## config.mk

```make
export PLATFORM = sky130hd
export DESIGN_NAME = seg_link_rx
export DESIGN_NICKNAME = d
export VERILOG_FILES = /design/src/rtl/seg_link_rx.sv
export SDC_FILE = /design/constraint.sdc
export NUM_CORES = 1
export LEC_CHECK = 0
export CAP_MARGIN = 20
export CELL_PAD_IN_SITES_DETAIL_PLACEMENT = 1
export CELL_PAD_IN_SITES_GLOBAL_PLACEMENT = 1
export CORE_MARGIN = 3
export CORE_UTILIZATION = 51
export CTS_BUF_LIST = sky130_fd_sc_hd__clkbuf_4
export CTS_CLUSTER_SIZE = 40
export DETAILED_ROUTE_END_ITERATION = 8
export GPL_ROUTABILITY_DRIVEN = 0
export MAX_ROUTING_LAYER = met4
export PLACE_DENSITY = 0.84
export SYNTH_ARGS = -nofsm -noshare
export SYNTH_HDL_FRONTEND = slang
export SYNTH_SLANG_ARGS = --single-unit
```

## constraint.sdc

```tcl
create_clock -name CLOCK_50 -period 3.1 [get_ports CLOCK_50]
set_input_delay 0.62 -clock CLOCK_50 [delete_from_list [all_inputs] [get_ports CLOCK_50]]
set_output_delay 0.62 -clock CLOCK_50 [all_outputs]
set_load 0.005 [all_outputs]
```

## src/rtl/seg_link_rx.sv

```systemverilog
// Receive side of the serial 7-segment link: synchronises a 74HC595-style stream,
// frames it on the latch edge and decodes each active-low segment pattern back to hex.
module seg_link_rx #(
    parameter int unsigned NUM_DIGITS  = 8,
    parameter int unsigned SEG_W       = 7,
    parameter int unsigned SYNC_STAGES = 2
) (
    input  logic                    CLOCK_50,
    input  logic                    KEY0,
    input  logic                    ser_clk,
    input  logic                    ser_data,
    input  logic                    ser_latch,
    output logic [4*NUM_DIGITS-1:0] digit_val,
    output logic [NUM_DIGITS-1:0]   digit_ok,
    output logic [NUM_DIGITS-1:0]   digit_blank,
    output logic                    frame_valid,
    output logic                    frame_err,
    output logic                    busy
);

    localparam int unsigned FRAME_W = NUM_DIGITS * SEG_W;
    localparam int unsigned VAL_W   = 4 * NUM_DIGITS;
    localparam int unsigned CNT_W   = 6;
    localparam int unsigned CNT_MAX = 63;
    localparam int unsigned IDX_W   = (NUM_DIGITS > 1) ? $clog2(NUM_DIGITS) : 1;

    typedef enum logic [1:0] {
        S_IDLE   = 2'd0,
        S_SHIFT  = 2'd1,
        S_DECODE = 2'd2
    } state_e;

    logic [SYNC_STAGES-1:0] clk_sync_q, clk_sync_d;
    logic [SYNC_STAGES-1:0] data_sync_q, data_sync_d;
    logic [SYNC_STAGES-1:0] latch_sync_q, latch_sync_d;
    logic                   clk_prev_q, clk_prev_d;
    logic                   latch_prev_q, latch_prev_d;
    logic                   clk_rise, latch_rise, data_s;

    state_e                 state_q, state_d;
    logic [FRAME_W-1:0]     shift_q, shift_d, shift_upd;
    logic [CNT_W-1:0]       cnt_q, cnt_d, cnt_upd;
    logic [FRAME_W-1:0]     hold_q, hold_d;
    logic [IDX_W-1:0]       idx_q, idx_d;
    logic [VAL_W-1:0]       sh_val_q, sh_val_d;
    logic [NUM_DIGITS-1:0]  sh_ok_q, sh_ok_d;
    logic [NUM_DIGITS-1:0]  sh_blank_q, sh_blank_d;
    logic [VAL_W-1:0]       val_q, val_d;
    logic [NUM_DIGITS-1:0]  ok_q, ok_d;
    logic [NUM_DIGITS-1:0]  blank_q, blank_d;
    logic                   fv_q, fv_d;
    logic                   fe_q, fe_d;
    logic                   busy_q, busy_d;

    logic [SEG_W-1:0]       dec_pat;
    logic [3:0]             dec_val;
    logic                   dec_ok, dec_blank;

    // Input synchronisers and rising-edge detection on the last stage
    always_comb begin
        clk_sync_d   = SYNC_STAGES'({clk_sync_q, ser_clk});
        data_sync_d  = SYNC_STAGES'({data_sync_q, ser_data});
        latch_sync_d = SYNC_STAGES'({latch_sync_q, ser_latch});
        clk_prev_d   = clk_sync_q[SYNC_STAGES-1];
        latch_prev_d = latch_sync_q[SYNC_STAGES-1];
        clk_rise     = clk_sync_q[SYNC_STAGES-1] & ~clk_prev_q;
        latch_rise   = latch_sync_q[SYNC_STAGES-1] & ~latch_prev_q;
        data_s       = data_sync_q[SYNC_STAGES-1];
    end

    // Bit shifting happens in every state, ahead of latch evaluation
    always_comb begin
        shift_upd = shift_q;
        cnt_upd   = cnt_q;
        if (clk_rise) begin
            shift_upd = {shift_q[FRAME_W-2:0], data_s};
            if (cnt_q != CNT_W'(CNT_MAX)) begin
                cnt_upd = cnt_q + CNT_W'(1);
            end
        end
    end

    // Inverse of the hex_7seg table; {ok,val} packed per pattern
    always_comb begin
        dec_pat   = hold_q[32'(idx_q)*SEG_W +: SEG_W];
        dec_val   = 4'h0;
        dec_ok    = 1'b0;
        dec_blank = 1'b0;
        case (dec_pat)
            7'h40:   {dec_ok, dec_val} = 5'h10;
            7'h79:   {dec_ok, dec_val} = 5'h11;
            7'h24:   {dec_ok, dec_val} = 5'h12;
            7'h30:   {dec_ok, dec_val} = 5'h13;
            7'h19:   {dec_ok, dec_val} = 5'h14;
            7'h12:   {dec_ok, dec_val} = 5'h15;
            7'h02:   {dec_ok, dec_val} = 5'h16;
            7'h78:   {dec_ok, dec_val} = 5'h17;
            7'h00:   {dec_ok, dec_val} = 5'h18;
            7'h18:   {dec_ok, dec_val} = 5'h19;
            7'h08:   {dec_ok, dec_val} = 5'h1A;
            7'h46:   {dec_ok, dec_val} = 5'h1C;
            7'h06:   {dec_ok, dec_val} = 5'h1E;
            7'h0E:   {dec_ok, dec_val} = 5'h1F;
            7'h7F:   dec_blank = 1'b1;
            default: begin
                dec_val   = 4'h0;
                dec_ok    = 1'b0;
                dec_blank = 1'b0;
            end
        endcase
    end

    // Framing / decode FSM
    always_comb begin
        state_d    = state_q;
        shift_d    = shift_upd;
        cnt_d      = cnt_upd;
        hold_d     = hold_q;
        idx_d      = idx_q;
        sh_val_d   = sh_val_q;
        sh_ok_d    = sh_ok_q;
        sh_blank_d = sh_blank_q;
        val_d      = val_q;
        ok_d       = ok_q;
        blank_d    = blank_q;
        fv_d       = 1'b0;
        fe_d       = 1'b0;

        case (state_q)
            S_IDLE, S_SHIFT: begin
                if (clk_rise) begin
                    state_d = S_SHIFT;
                end
                if (latch_rise) begin
                    cnt_d = '0;
                    if (cnt_upd == CNT_W'(FRAME_W)) begin
                        hold_d  = shift_upd;
                        idx_d   = '0;
                        state_d = S_DECODE;
                    end else begin
                        fe_d    = 1'b1;
                        state_d = S_IDLE;
                    end
                end
            end
            S_DECODE: begin
                // A new frame arriving mid-decode is dropped
                if (latch_rise) begin
                    fe_d  = 1'b1;
                    cnt_d = '0;
                end
                sh_val_d[32'(idx_q)*4 +: 4] = dec_val;
                sh_ok_d[idx_q]              = dec_ok;
                sh_blank_d[idx_q]           = dec_blank;
                if (idx_q == IDX_W'(NUM_DIGITS-1)) begin
                    val_d   = sh_val_d;
                    ok_d    = sh_ok_d;
                    blank_d = sh_blank_d;
                    fv_d    = 1'b1;
                    idx_d   = '0;
                    state_d = (cnt_d != '0) ? S_SHIFT : S_IDLE;
                end else begin
                    idx_d = idx_q + IDX_W'(1);
                end
            end
            default: begin
                state_d = S_IDLE;
            end
        endcase

        busy_d = (state_d == S_DECODE);
    end

    always_ff @(posedge CLOCK_50 or negedge KEY0) begin
        if (!KEY0) begin
            clk_sync_q   <= '0;
            data_sync_q  <= '0;
            latch_sync_q <= '0;
            clk_prev_q   <= 1'b0;
            latch_prev_q <= 1'b0;
            state_q      <= S_IDLE;
            shift_q      <= '0;
            cnt_q        <= '0;
            hold_q       <= '0;
            idx_q        <= '0;
            sh_val_q     <= '0;
            sh_ok_q      <= '0;
            sh_blank_q   <= '0;
            val_q        <= '0;
            ok_q         <= '0;
            blank_q      <= '0;
            fv_q         <= 1'b0;
            fe_q         <= 1'b0;
            busy_q       <= 1'b0;
        end else begin
            clk_sync_q   <= clk_sync_d;
            data_sync_q  <= data_sync_d;
            latch_sync_q <= latch_sync_d;
            clk_prev_q   <= clk_prev_d;
            latch_prev_q <= latch_prev_d;
            state_q      <= state_d;
            shift_q      <= shift_d;
            cnt_q        <= cnt_d;
            hold_q       <= hold_d;
            idx_q        <= idx_d;
            sh_val_q     <= sh_val_d;
            sh_ok_q      <= sh_ok_d;
            sh_blank_q   <= sh_blank_d;
            val_q        <= val_d;
            ok_q         <= ok_d;
            blank_q      <= blank_d;
            fv_q         <= fv_d;
            fe_q         <= fe_d;
            busy_q       <= busy_d;
        end
    end

    assign digit_val   = val_q;
    assign digit_ok    = ok_q;
    assign digit_blank = blank_q;
    assign frame_valid = fv_q;
    assign frame_err   = fe_q;
    assign busy        = busy_q;

endmodule
```

==> flow_summary.yaml <==
grt:
  grt_max_degree: 90
  antenna_found_initial: 1
  first_global_vias: 7932
  overflow: 0
  gr-usage-all-layers: 0.248
  grt_first_pass_wirelength_microns: 42400
sta:
  maxSlewHeadroom: 0.501
  finalSetupTns_ns: 0
  finalCritPeriodShare: 0.943
  layout_setup_ws_ns: 0.175
  setup_viol: 0
  hold_viol: 0
  worstMarginPinSlew_ns: 0.749
  fin_hold_ws_ns: 0.339
  maxSlewViolCount: 0
  skew_ns: 0.0568
  timing.fmax_ghz: 0.342
  post-route-min-period_ns: 2.92
critical_path:
  worstSetupPathType: "register to register"
  worstPathRequired_ns: 3.64
  crit_fanout: 11
  cp-start-kind: "register"
  worst_setup_path_end_kind: "register"
  critPathArrivalTime_ns: 3.47
clock_network:
  root_buffer: "clkbuf_4"
  cts_num_sinks: 230
  post-cts-setup-buffers: 0
  clkTransAtPathRegs_ns: 0.06
  cts_buffers: 60
  clk_latency_ns: 0.69
  htree_levels: 2
  clk_path_buf_depth: 3
  cts_tree: "done"
floorplanning:
  ios: 56
  core_sq_um: 19600
  rows: 51
  dieArea_sq_um: 21800
  die_w_microns: 148
  die_y_microns: 148
  start_util: 0.521
pwr:
  ir_worst_vdd_v: 0.000287
  p_per_area_nw_per_um2: 501
  power_switching_mw: 1.43
  p_seq_frac: 0.530
  p_int_mw: 4.57
  combPwrFrac: 0.046
  leakagePower_nw: 5.77
  p_clk_frac: 0.424
  switching_share: 0.238
drt:
  dr.pass1.iters: 5
  route.detailed.drc: 0
  num_vias: 7140
  wl_per_cell_microns: 20.1
  wl_microns: 25200
  drt_iter0_drc: 376
  final_antenna_net_count: 0
  via_per_inst: 5.69
finish:
  final_common_cell: "dfrtp_1"
  fin_cells: 1255
  layout-drive-gt1-share: 0.305
  multiInputGateArea_sq_um: 4220
  nets: 962
  nFillCells: 2058
  regArea_sq_um: 5760
  layout_common_cells: "dfrtp_1 (229), mux2_2 (133), clkbuf_4 (93), nand2_1 (79), clkdlybuf4s50_1 (54)"
  area_growth_pct: 17.2
yosys:
  synth_area_per_cell_sq_um: 12.1
  synth_area_sq_um: 10200
  synth-async-reset-ratio: 1.00
  ys_seq_area_frac: 0.564
  ys_types: 62
  synthCells: 845
  syn_nets: 858
  synth.ff_latch_count: 230
  synth_flop_cell: "dfrtp_1"
  synth_edf_count: 0
  ys.warnings.count: 0
outcome:
  status: "finished clean"
placed_design:
  dp_hpwl_microns: 17100
  dp_cells: 1151
  dp_slack_ns: 0.112
  port_buffers: 55
worst_hold_path:
  hp-class: "register to register"
flow_run:
  drv_cap: 0
## through the flow
stage	utilization	total power, mW	area, sq um
detailed placement	0.571	3.51	11200
finish	0.611	6.00	12000
global placement	0.571	3.48	11200
floorplan	-	3.36	10200
global route	0.611	6.30	12000
CTS	0.609	6.09	11900
## kinds of logic (layout without fill, tap and decap cells)
logic type | count (synthesis) | in the layout | synth area share
other | 0 | 1 | 0
flip-flops | 230 | 230 | 0.564
adder cells (fa/ha/maj) | 9 | 9 | 0.0108
buffers and inverters | 58 | 202 | 0.0271
multiplexers | 164 | 164 | 0.197
AND/OR/NAND/NOR | 233 | 233 | 0.112
AO/OA/AOI/OAI | 147 | 147 | 0.0856
XOR/XNOR | 4 | 4 | 0.00343
## area by class of cell
cell class | count | area share
flip-flops and latches | 230 | 0.481
multi-input cells | 557 | 0.352
repair buffers | 93 | 0.0749
clock buffers | 93 | 0.0583
well taps | 265 | 0.0277
clock inverters | 9 | 0.00324
inverters | 7 | 0.00251
diodes | 1 | 0.000209
## synthesized netlist by cell type (4+ instances only)
cell	count	area share
nor2b_1	7	0.0043
dfrtp_1	230	0.56
inv_1	6	0.0022
o21ai_0	48	0.024
and3_1	24	0.015
ha_1	8	0.0098
nor3_1	6	0.0029
mux4_2	9	0.020
a22o_1	5	0.0043
nand2b_1	6	0.0037
a21o_1	4	0.0029
or2_2	4	0.0024
o21ai_1	12	0.0059
clkbuf_1	32	0.012
nand4_1	9	0.0055
buf_2	11	0.0054
a31o_1	4	0.0034
nand2_1	81	0.030
buf_6	4	0.0044
nand3_1	35	0.017
nor2_1	42	0.015
mux2_2	133	0.15
a21oi_1	49	0.024
mux2i_1	13	0.013
## flip-flops by register name, summed over array words and instances (netlist names), 2 cells and up
signal,flops
hold_q,56
shift_q,56
digit_val,32
sh_val_q,32
digit_blank,8
digit_ok,8
sh_blank_q,8
sh_ok_q,8
cnt_q,6
idx_q,3
clk_sync_q,2
data_sync_q,2
latch_sync_q,2
state_q,2
## worst max-delay path, cell delays in order (launching register included)
cell and delay [ns]:
dfrtp_1 0.50, clkinvlp_4 0.27, o22a_1 0.29, o22a_1 0.25, buf_4 0.18, maj3_1 0.36, o311ai_2 0.31, buf_4 0.26
nand2_1 0.12, o31ai_1 0.24
## power by group through the flow
| stage | clock [mW] | sequential [mW] | combinational, mW |
|---|---|---|---|
| after floorplan | 0 | 3.20 | 0.156 |
| final | 2.54 | 3.18 | 0.279 |
| after CTS | 2.63 | 3.18 | 0.285 |
| after global routing | 2.81 | 3.19 | 0.306 |
| after global placement | 0 | 3.22 | 0.263 |
| after detailed placement | 0 | 3.23 | 0.282 |
## routing by layer
metal / share of wire / track usage
met1: 0.42 / 0.301
met4: 0.022 / 0.0815
met5: 0 / -
met2: 0.52 / 0.424
met3: 0.033 / 0.0414
## worst paths after layout
kind | slack, ns | end | cells past startpoint | start
setup / recovery | 0.18 | digit_val[30] | 9 | idx_q[1]
hold / removal | 0.34 | clk_sync_q[1] | 0 | clk_sync_q[0]
setup reg to reg | 0.18 | digit_val[30] | 9 | idx_q[1]
hold reg to reg | 0.34 | clk_sync_q[1] | 0 | clk_sync_q[0]
max in group asynchronous | 1.68 | hold_q[8] | 3 | KEY0
min in group asynchronous | 0.53 | sh_val_q[8] | 2 | KEY0
## what timing repair did
item / in CTS / in global routing
endpoints found under the hold margin: 83 / 0
pin swaps: 0 / 0
setup endpoints to repair: 1 / 41
gates resized for setup: 1 / 7
hold buffers: 1 / 0
Power figures use the tool's default switching activity.
